==> config.mk <==
export PLATFORM = sky130hd
export DESIGN_NAME = fft8_seq
export DESIGN_NICKNAME = d
export VERILOG_FILES = /design/src/rtl/fft8_seq.sv
export SDC_FILE = /design/constraint.sdc
export NUM_CORES = 1
export LEC_CHECK = 0
export ABC_AREA = 1
export CAP_MARGIN = 25
export CORE_AREA = 5 5 342 344
export DETAILED_ROUTE_END_ITERATION = 8
export DIE_AREA = 0 0 347 349
export GPL_ROUTABILITY_DRIVEN = 0
export PLACE_DENSITY = 0.56
export SLEW_MARGIN = 30
export SYNTH_ARGS = -nofsm -noshare
export SYNTH_HDL_FRONTEND = slang
export SYNTH_SLANG_ARGS = --single-unit
==> constraint.sdc <==
create_clock -name clk -period 2.4 [get_ports clk]
set_clock_uncertainty 0.1 [all_clocks]
set_input_delay 0.24 -clock clk [delete_from_list [all_inputs] [get_ports clk]]
set_output_delay 0.24 -clock clk [all_outputs]
set_load 0.05 [all_outputs]
==> src/rtl/fft8_seq.sv <==
// Sequencer for a combinational 8-point FFT core: loads 8 samples, waits CORE_LAT, captures, streams 8 bins.
// Optional macro FFT8_SEQ_OVERLAP_EN lets the next frame load while the current one drains.
module fft8_seq #(
  parameter int W        = 32,
  parameter int CORE_LAT = 2
) (
  input  logic           clk,
  input  logic           rst_n,
  input  logic           abort,
  input  logic           s_valid,
  output logic           s_ready,
  input  logic [W-1:0]   s_data,
  output logic [8*W-1:0] core_a,
  input  logic [8*W-1:0] core_xr,
  input  logic [8*W-1:0] core_xi,
  output logic           m_valid,
  input  logic           m_ready,
  output logic [W-1:0]   m_re,
  output logic [W-1:0]   m_im,
  output logic [2:0]     m_idx,
  output logic           m_last,
  output logic           busy,
  output logic           frame_done
);

  typedef enum logic [2:0] {
    S_IDLE,
    S_LOAD,
    S_WAIT,
    S_CAPT,
    S_UNLOAD
  } state_t;

  state_t       state_q, state_d;
  logic [3:0]   in_cnt_q, in_cnt_d;
  logic [2:0]   out_idx_q, out_idx_d;
  logic [3:0]   wait_cnt_q, wait_cnt_d;
  logic [W-1:0] a_q  [8];
  logic [W-1:0] a_d  [8];
  logic [W-1:0] xr_q [8];
  logic [W-1:0] xr_d [8];
  logic [W-1:0] xi_q [8];
  logic [W-1:0] xi_d [8];
  logic         frame_done_q, frame_done_d;
  logic         in_fire, out_fire;

`ifdef FFT8_SEQ_OVERLAP_EN
  assign s_ready = (state_q == S_LOAD) || ((state_q == S_UNLOAD) && (in_cnt_q < 4'd8));
`else
  assign s_ready = (state_q == S_LOAD);
`endif

  // abort wins over a simultaneous input beat
  assign in_fire  = s_valid && s_ready && !abort;
  assign out_fire = m_valid && m_ready;

  assign m_valid    = (state_q == S_UNLOAD);
  assign m_re       = xr_q[out_idx_q];
  assign m_im       = xi_q[out_idx_q];
  assign m_idx      = out_idx_q;
  assign m_last     = m_valid && (out_idx_q == 3'd7);
  assign busy       = (state_q == S_WAIT) || (state_q == S_CAPT) || (state_q == S_UNLOAD);
  assign frame_done = frame_done_q;

  for (genvar g = 0; g < 8; g++) begin : g_core_a
    assign core_a[g*W +: W] = a_q[g];
  end

  always_comb begin
    state_d      = state_q;
    in_cnt_d     = in_cnt_q;
    out_idx_d    = out_idx_q;
    wait_cnt_d   = wait_cnt_q;
    a_d          = a_q;
    xr_d         = xr_q;
    xi_d         = xi_q;
    frame_done_d = 1'b0;

    if (in_fire) begin
      a_d[in_cnt_q[2:0]] = s_data;
      in_cnt_d           = in_cnt_q + 4'd1;
    end

    case (state_q)
      S_IDLE: state_d = S_LOAD;
      S_LOAD: begin
        if (in_fire && (in_cnt_q == 4'd7)) begin
          state_d    = S_WAIT;
          wait_cnt_d = 4'(CORE_LAT);
          in_cnt_d   = 4'd0;
        end
      end
      S_WAIT: begin
        if (wait_cnt_q == 4'd0) state_d = S_CAPT;
        else                    wait_cnt_d = wait_cnt_q - 4'd1;
      end
      S_CAPT: begin
        for (int i = 0; i < 8; i++) begin
          xr_d[i] = core_xr[i*W +: W];
          xi_d[i] = core_xi[i*W +: W];
        end
        out_idx_d = 3'd0;
        state_d   = S_UNLOAD;
      end
      S_UNLOAD: begin
        if (out_fire) begin
          out_idx_d = out_idx_q + 3'd1;
          if (out_idx_q == 3'd7) begin
            frame_done_d = 1'b1;
`ifdef FFT8_SEQ_OVERLAP_EN
            // a full frame gathered while draining goes straight to the settle wait
            if (in_cnt_d == 4'd8) begin
              state_d    = S_WAIT;
              wait_cnt_d = 4'(CORE_LAT);
              in_cnt_d   = 4'd0;
            end else begin
              state_d = S_LOAD;
            end
`else
            state_d = S_LOAD;
`endif
          end
        end
      end
      default: state_d = S_IDLE;
    endcase

    if (abort && (state_q != S_IDLE)) begin
      state_d      = S_LOAD;
      in_cnt_d     = 4'd0;
      out_idx_d    = 3'd0;
      frame_done_d = 1'b0;
    end
  end

  always_ff @(posedge clk or negedge rst_n) begin
    if (!rst_n) begin
      state_q      <= S_IDLE;
      in_cnt_q     <= 4'd0;
      out_idx_q    <= 3'd0;
      wait_cnt_q   <= 4'd0;
      frame_done_q <= 1'b0;
      for (int i = 0; i < 8; i++) begin
        a_q[i]  <= '0;
        xr_q[i] <= '0;
        xi_q[i] <= '0;
      end
    end else begin
      state_q      <= state_d;
      in_cnt_q     <= in_cnt_d;
      out_idx_q    <= out_idx_d;
      wait_cnt_q   <= wait_cnt_d;
      frame_done_q <= frame_done_d;
      a_q          <= a_d;
      xr_q         <= xr_d;
      xi_q         <= xi_d;
    end
  end

endmodule

==> flow_metrics.py, run 1 <==
metrics = {
    "yosys": {
        "async_reset_ff_frac": 1.00,
        "post-synth-top-area-fraction": 0.584,
        "synth.net_count": 4550,
        "yosys.cell_count.top_type": "sky130_fd_sc_hd__nand2_1",
        "synthFlopType": "sky130_fd_sc_hd__dfrtp_1",
        "synthDominantAreaCellType": "sky130_fd_sc_hd__dfrtp_1",
        "post_synth.cell_area_avg_um2": 8.40,
        "postSynthRegisterBits": 783,
        "fraction_of_the_yosys_area_taken_by_sequential_cells": 0.584,
        "synth.distinct_cells": 34,
        "synth_top_cells_by_area": "sky130_fd_sc_hd__dfrtp_1, sky130_fd_sc_hd__nand2_1, sky130_fd_sc_hd__o21ai_0",
        "ys.warnings.count": 0,
        "synth_edf_count": 0,
        "synth_top_cells_by_count": "sky130_fd_sc_hd__nand2_1, sky130_fd_sc_hd__dfrtp_1, sky130_fd_sc_hd__nor2_1",
        "post_synth_instance_area_mm2": 0.0336,
        "netlist_instances": 3997,
    },
    "setup_path": {
        "arrival_time_at_the_worst_endpoint_ns": 2.51,
        "worst_path_largest_cell_delay_ns": 0.50,
        "setup_crit_end_kind": "output pin",
        "r2r_cells": 15,
        "cp_cell_sequence": "buf_12, buf_16, buf_12, buf_12, mux2i_4, o22ai_4, nand2_2, nand2_2, buf_12",
        "critPathKind": "flop to output pin",
        "cp_data_required_time_ns": 2.06,
        "crit_path_start_kind": "flop",
        "cp_common_cell": "sky130_fd_sc_hd__buf_12",
        "crit_path_top_delay_cell": "sky130_fd_sc_hd__dfrtp_4",
        "worstPathMaxFanout": 7,
    },
    "cts": {
        "tritoncts": "done",
        "clk_latency_ns": 0.67,
        "cts-htree-levels": 3,
        "cts_root_buffer": "sky130_fd_sc_hd__clkbuf_16",
        "clockBufferDepth": 3,
        "clk_pin_slew_worst_paths_ns": 0.06,
        "tritoncts_num_sinks": 783,
        "num_cts_buffers": 92,
    },
    "timing": {
        "min_cycle_time_layout_ns": 2.85,
        "timing_hold_violations_final": 0,
        "max_freq_ghz": 0.351,
        "slew_headroom": 0.486,
        "postLayoutSetupSlackWorst_ns": -0.452,
        "finalMaxSlewViolations": 0,
        "tightest_slew_ns": 0.771,
        "rsz0062_at_grt": "true",
        "final_min_period_over_clock_period": 1.19,
        "final_setup_viols": 65,
    },
    "cells_and_area": {
        "area.growth.synth_to_final_pct": 60.2,
        "final_net_count": 5725,
        "drive_gt1_frac": 0.137,
        "post-route-util": 0.473,
    },
    "routing": {
        "routed_length_on_met1_um": 62700,
        "wl_met3_um": 11900,
        "top_layer_used": "met5",
        "postRouteAntennaNets": 0,
        "total_length_of_routed_met2_wires_um": 68400,
        "first_pass_iters": 6,
        "via_per_inst": 4.80,
        "drt-initial-drc-count": 2754,
        "vias": 32580,
        "detail_route.wirelength_um": 149000,
        "detail_route.drc_violations": 0,
        "routedWlPerCell_um": 22.0,
    },
    "power_and_ir_drop": {
        "powerDensity_mw_per_mm2": 1190,
        "seq_power_share": 0.344,
        "power.total_mw": 64.1,
        "combinationalPowerShare": 0.427,
        "p_int_mw": 37.9,
        "vdd.ir_drop.worst_mv": 0.745,
        "clkPwrFrac": 0.229,
        "power.switching_fraction": 0.408,
        "leakage_nw": 25.2,
        "switching_power_mw": 26.1,
    },
    "grt": {
        "first_global_vias": 33030,
        "global_route_total_usage_across_every_layer": 0.235,
        "grt_antenna_before_repair": 41,
        "grt_start_max_net_pins": 132,
        "grt_pass1_wl_um": 218000,
        "gr-total-overflow": 0,
    },
    "status": {
        "failed_checks": "negative setup slack",
        "outcome": "complete, but fails checks",
    },
    "floorplanning": {
        "boundaryPins": 877,
        "dieHeight_um": 349,
        "num_rows": 124,
        "initial_core_util": 0.296,
        "core-area_mm2": 0.114,
        "dieArea_mm2": 0.121,
        "chipWidth_um": 347,
    },
    "place": {
        "dp_hpwl_um": 103000,
        "io_buffer_count": 876,
    },
    "job": {
        "drv_cap": 0,
    },
    "worst_hold_path": {
        "hold_path.class": "primary input to flop",
        "hold-path-cell-count": 3,
    },
}
stage by stage:
step | instance area [µm²] | std cells | worst slack (ns) | TNS (ns) | hold WS [ns]
6_report | 53800 | 6784 | -0.452 | -22.50 | 0.0482
5_1_grt | 53700 | 6777 | -0.520 | -28.05 | 0.0139
4_1_cts | 52900 | 6739 | -0.463 | -25.31 | 0.000135
3_5_place_dp | 45500 | 6277 | -0.0936 | -0.101 | 0.0884
3_3_place_gp | 45500 | 6277 | -0.110 | -0.121 | 0.0903
2_1_floorplan | 33600 | 3997 | 0.0403 | 0 | -0.156
worst paths after layout:
kind | startpoint | end | slack, ns
worst max-delay path | m_idx[0] | m_im[4] | -0.45
worst min-delay path | core_xr[112] | xr_q[144] | 0.05
worst max register to register | m_idx[0] | state_q[0] | 0.12
worst min register to register | xr_q[123] | xr_q[123] | 0.38
max in group asynchronous | rst_n | xi_q[171] | 1.45
min in group asynchronous | rst_n | core_a[0] | 0.18
cells by family (layout without fill, tap and decap cells):
logic type	Yosys count	count (layout)	synth area share
compound gates	525	525	0.0916
simple gates	2305	2305	0.262
fa+ha+maj	4	4	0.00149
other cells	0	25	0
flops	783	783	0.584
buf+inv	313	1563	0.0414
xor+xnor	3	3	0.000783
mux	64	64	0.0191
timing repair:
action	in CTS	in global routing
buffers inserted	28	16
resized for setup	270	160
gates cloned	18	7
pin swaps	44	64
setup endpoints to repair	67	66
hold buffers	247	0
hold endpoints to repair	786	0
worst max-delay path, delay by kind of cell (launching register included):
kind	cells	cell delay [ns]
AOI/OAI and AO/OA	1	0.18
buffers and inverters	5	0.76
DFF	1	0.50
muxes	1	0.21
and+or+nand+nor	2	0.18
final cells by class:
| cell class | instances | area, µm² |
|---|---|---|
| tap | 1512 | 1890 |
| timing repair inverter | 1 | 16.3 |
| multi-input combinational | 2901 | 13800 |
| timing repair buffer | 1332 | 14900 |
| antenna | 25 | 62.6 |
| clock buffer | 132 | 2700 |
| inverter | 61 | 268 |
| fill | 10732 | 59800 |
| clock inverter | 37 | 468 |
| sequential | 783 | 19600 |
state kept, by name, indices dropped and copies added, names as in the netlist:
name,flops
core_a,256
xi_q,256
xr_q,256
in_cnt_q,4
wait_cnt_q,4
m_idx,3
state_q,3
frame_done,1
cells in the final DEF, fill, tap and decap left out, types with 26 or more instances in the layout:
| cell type | instances |
|---|---|
| sky130_fd_sc_hd__nand2_1 | 1931 |
| sky130_fd_sc_hd__clkdlybuf4s50_1 | 804 |
| sky130_fd_sc_hd__dfrtp_1 | 779 |
| sky130_fd_sc_hd__dlygate4sd3_1 | 246 |
| sky130_fd_sc_hd__nor2_1 | 233 |
| sky130_fd_sc_hd__o21ai_0 | 191 |
| sky130_fd_sc_hd__o21ai_1 | 142 |
| sky130_fd_sc_hd__buf_12 | 123 |
| sky130_fd_sc_hd__buf_4 | 100 |
| sky130_fd_sc_hd__clkbuf_16 | 98 |
| sky130_fd_sc_hd__nand2_2 | 74 |
| sky130_fd_sc_hd__inv_1 | 54 |
| sky130_fd_sc_hd__o21ai_2 | 51 |
| sky130_fd_sc_hd__o22ai_1 | 41 |
| sky130_fd_sc_hd__mux2i_1 | 39 |
| sky130_fd_sc_hd__o32ai_2 | 35 |
| sky130_fd_sc_hd__nor2_2 | 28 |
| sky130_fd_sc_hd__o32ai_1 | 26 |
routing by layer:
layer  GRT usage  up-vias
met4      0.0891       22
met1       0.307    15852
met2       0.377     1325
met3      0.0622      271
li1            -    15110
met5           0        -
power by group through the flow:
stage | combinational, mW | clock [mW] | sequential, mW
after floorplan | 11.9 | 0 | 24.0
final | 27.4 | 14.7 | 22.0
after CTS | 27.0 | 15.0 | 21.8
after global placement | 25.1 | 0 | 21.7
after global routing | 29.5 | 15.5 | 22.6
after detailed placement | 25.3 | 0 | 21.7
Power figures use the tool's default switching activity.
==> inputs of run 2 (changes only) <==
- SKIP_CTS_REPAIR_TIMING: unset -> 1
==> flow_metrics.py, run 2 (synthesized netlist as in run 1, its figures left out) <==
metrics = {
    "status": {
        "outcome": "complete, but fails checks",
        "failed_checks": "negative setup slack",
    },
    "setup_path": {
        "worstPathMaxFanout": 7,
        "crit_path_start_kind": "flop",
        "critPathKind": "flop to output pin",
        "arrival_time_at_the_worst_endpoint_ns": 2.53,
        "cp_data_required_time_ns": 2.06,
        "worst-r2r-setup-slack_ns": 0.22,
        "setup_crit_end_kind": "output pin",
    },
    "cts": {
        "tritoncts_num_sinks": 783,
        "cts_root_buffer": "sky130_fd_sc_hd__clkbuf_16",
        "clk_latency_ns": 0.66,
        "cts-htree-levels": 3,
        "clk_pin_slew_worst_paths_ns": 0.06,
        "tritoncts": "done",
        "num_cts_buffers": 92,
        "clockBufferDepth": 3,
    },
    "power_and_ir_drop": {
        "power.switching_fraction": 0.407,
        "combinationalPowerShare": 0.423,
        "vdd.ir_drop.worst_mv": 0.742,
        "clkPwrFrac": 0.231,
        "seq_power_share": 0.346,
        "switching_power_mw": 25.8,
        "leakage_nw": 24.2,
        "powerDensity_mw_per_mm2": 1240,
        "p_int_mw": 37.5,
    },
    "timing": {
        "timing_hold_violations_final": 0,
        "rsz0062_at_grt": "true",
        "max_freq_ghz": 0.349,
        "worst_hold_slack_ns": 0.0105,
        "slew_headroom": 0.448,
        "min_cycle_time_layout_ns": 2.87,
        "finalMaxSlewViolations": 0,
        "final_min_period_over_clock_period": 1.19,
        "final_setup_viols": 65,
        "postLayoutSetupSlackWorst_ns": -0.467,
        "tightest_slew_ns": 0.826,
    },
    "floorplanning": {
        "core-area_mm2": 0.114,
        "num_rows": 124,
        "dieHeight_um": 349,
        "boundaryPins": 877,
        "chipWidth_um": 347,
        "dieArea_mm2": 0.121,
        "initial_core_util": 0.296,
    },
    "cells_and_area": {
        "finish.instance_area_mm2": 0.0511,
        "most_frequent_standard_cell_in_the_layout_excluding_fill_and_tap_cells": "sky130_fd_sc_hd__nand2_1",
        "drive_gt1_frac": 0.132,
        "most_frequent_cells_in_the_layout": "sky130_fd_sc_hd__nand2_1, sky130_fd_sc_hd__clkdlybuf4s50_1, sky130_fd_sc_hd__dfrtp_1",
        "final_net_count": 5499,
        "area.growth.synth_to_final_pct": 52.1,
    },
    "routing": {
        "detail_route.wirelength_um": 148000,
        "vias": 31640,
        "detail_route.drc_violations": 0,
        "first_pass_iters": 7,
        "via_per_inst": 4.82,
        "routedWlPerCell_um": 22.5,
        "drt-initial-drc-count": 2918,
        "postRouteAntennaNets": 0,
    },
    "place": {
        "dp_hpwl_um": 103000,
        "io_buffer_count": 876,
        "placedInstanceArea_mm2": 0.0455,
    },
    "grt": {
        "grt_start_max_net_pins": 132,
        "global_route_total_usage_across_every_layer": 0.224,
        "gr-total-overflow": 0,
        "first_global_vias": 30887,
        "grt_pass1_wl_um": 207000,
        "grt_antenna_before_repair": 40,
    },
    "worst_hold_path": {
        "hold_path.class": "primary input to flop",
    },
    "job": {
        "drv_cap": 0,
    },
}
[run 2: cell types whose count changed in the layout (fill, tap and decap cells not counted), moves of 10 or more]
cell / delta
sky130_fd_sc_hd__o21ai_2: -16
sky130_fd_sc_hd__nor2_2: -16
sky130_fd_sc_hd__o21ai_0: +30
sky130_fd_sc_hd__nand2_1: +10
sky130_fd_sc_hd__buf_6: -10
sky130_fd_sc_hd__dlygate4sd3_1: -221
sky130_fd_sc_hd__clkbuf_16: +12
sky130_fd_sc_hd__buf_16: -17
[run 2: routing by layer]
layer / up-vias / GRT usage / wire (µm)
met3: 258 / 0.0613 / 12100
met4: 18 / 0.0906 / 5810
met1: 15430 / 0.295 / 61800
met2: 1275 / 0.350 / 67800
li1: 14659 / - / -
met5: - / 0 / 101
[run 2: area by class of cell]
type                    count  area (µm²)
repair inverters            1        16.3
well taps                1512        1890
diodes                     28        70.1
clock buffers             132        2700
fillers                 11040       62500
flip-flops and latches    783       19600
inverters                  61         251
clock inverters            37         468
repair buffers           1106       12500
multi-input cells        2901       13500
[run 2: power groups by stage]
stage | logic [mW] | clock network (mW) | registers [mW]
after floorplan | 11.9 | 0 | 24.0
after global placement | 25.1 | 0 | 21.7
after detailed placement | 25.3 | 0 | 21.7
after CTS | 25.4 | 15.0 | 21.6
after global routing | 28.9 | 15.5 | 22.4
final | 26.7 | 14.6 | 21.9
[run 2: critical path, cell delays in order, from the launching register on]
cell                       delay, ns
sky130_fd_sc_hd__dfrtp_4        0.51
sky130_fd_sc_hd__buf_8          0.15
sky130_fd_sc_hd__clkinv_8       0.08
sky130_fd_sc_hd__buf_12         0.13
sky130_fd_sc_hd__buf_16         0.14
sky130_fd_sc_hd__nor2_1         0.06
sky130_fd_sc_hd__o32ai_2        0.29
sky130_fd_sc_hd__nand2_1        0.21
sky130_fd_sc_hd__nand2_2        0.15
sky130_fd_sc_hd__buf_12         0.14
[run 2: final timing paths]
check | startpoint | end | cells after the start
hold reg to reg | xr_q[67] | xr_q[67] | 2
max in group asynchronous | rst_n | core_a[86] | 4
hold / removal | core_xi[107] | xi_q[139] | 3
setup / recovery | m_idx[0] | m_re[18] | 9
setup reg to reg | m_idx[0] | state_q[0] | 13
min in group asynchronous | rst_n | core_a[190] | 3
[run 2: through the flow]
| stage | TNS [ns] | instances | util | worst slack, ns | total power [mW] |
|---|---|---|---|---|---|
| after floorplan | 0 | 3997 | - | 0.0403 | 35.9 |
| after detailed placement | -0.101 | 6277 | 0.401 | -0.0936 | 47.0 |
| after global routing | -28.36 | 6556 | 0.449 | -0.539 | 66.8 |
| final | -22.29 | 6561 | 0.450 | -0.467 | 63.3 |
| after CTS | -35.67 | 6446 | 0.429 | -0.840 | 62.0 |
| after global placement | -0.121 | 6277 | 0.401 | -0.110 | 46.8 |
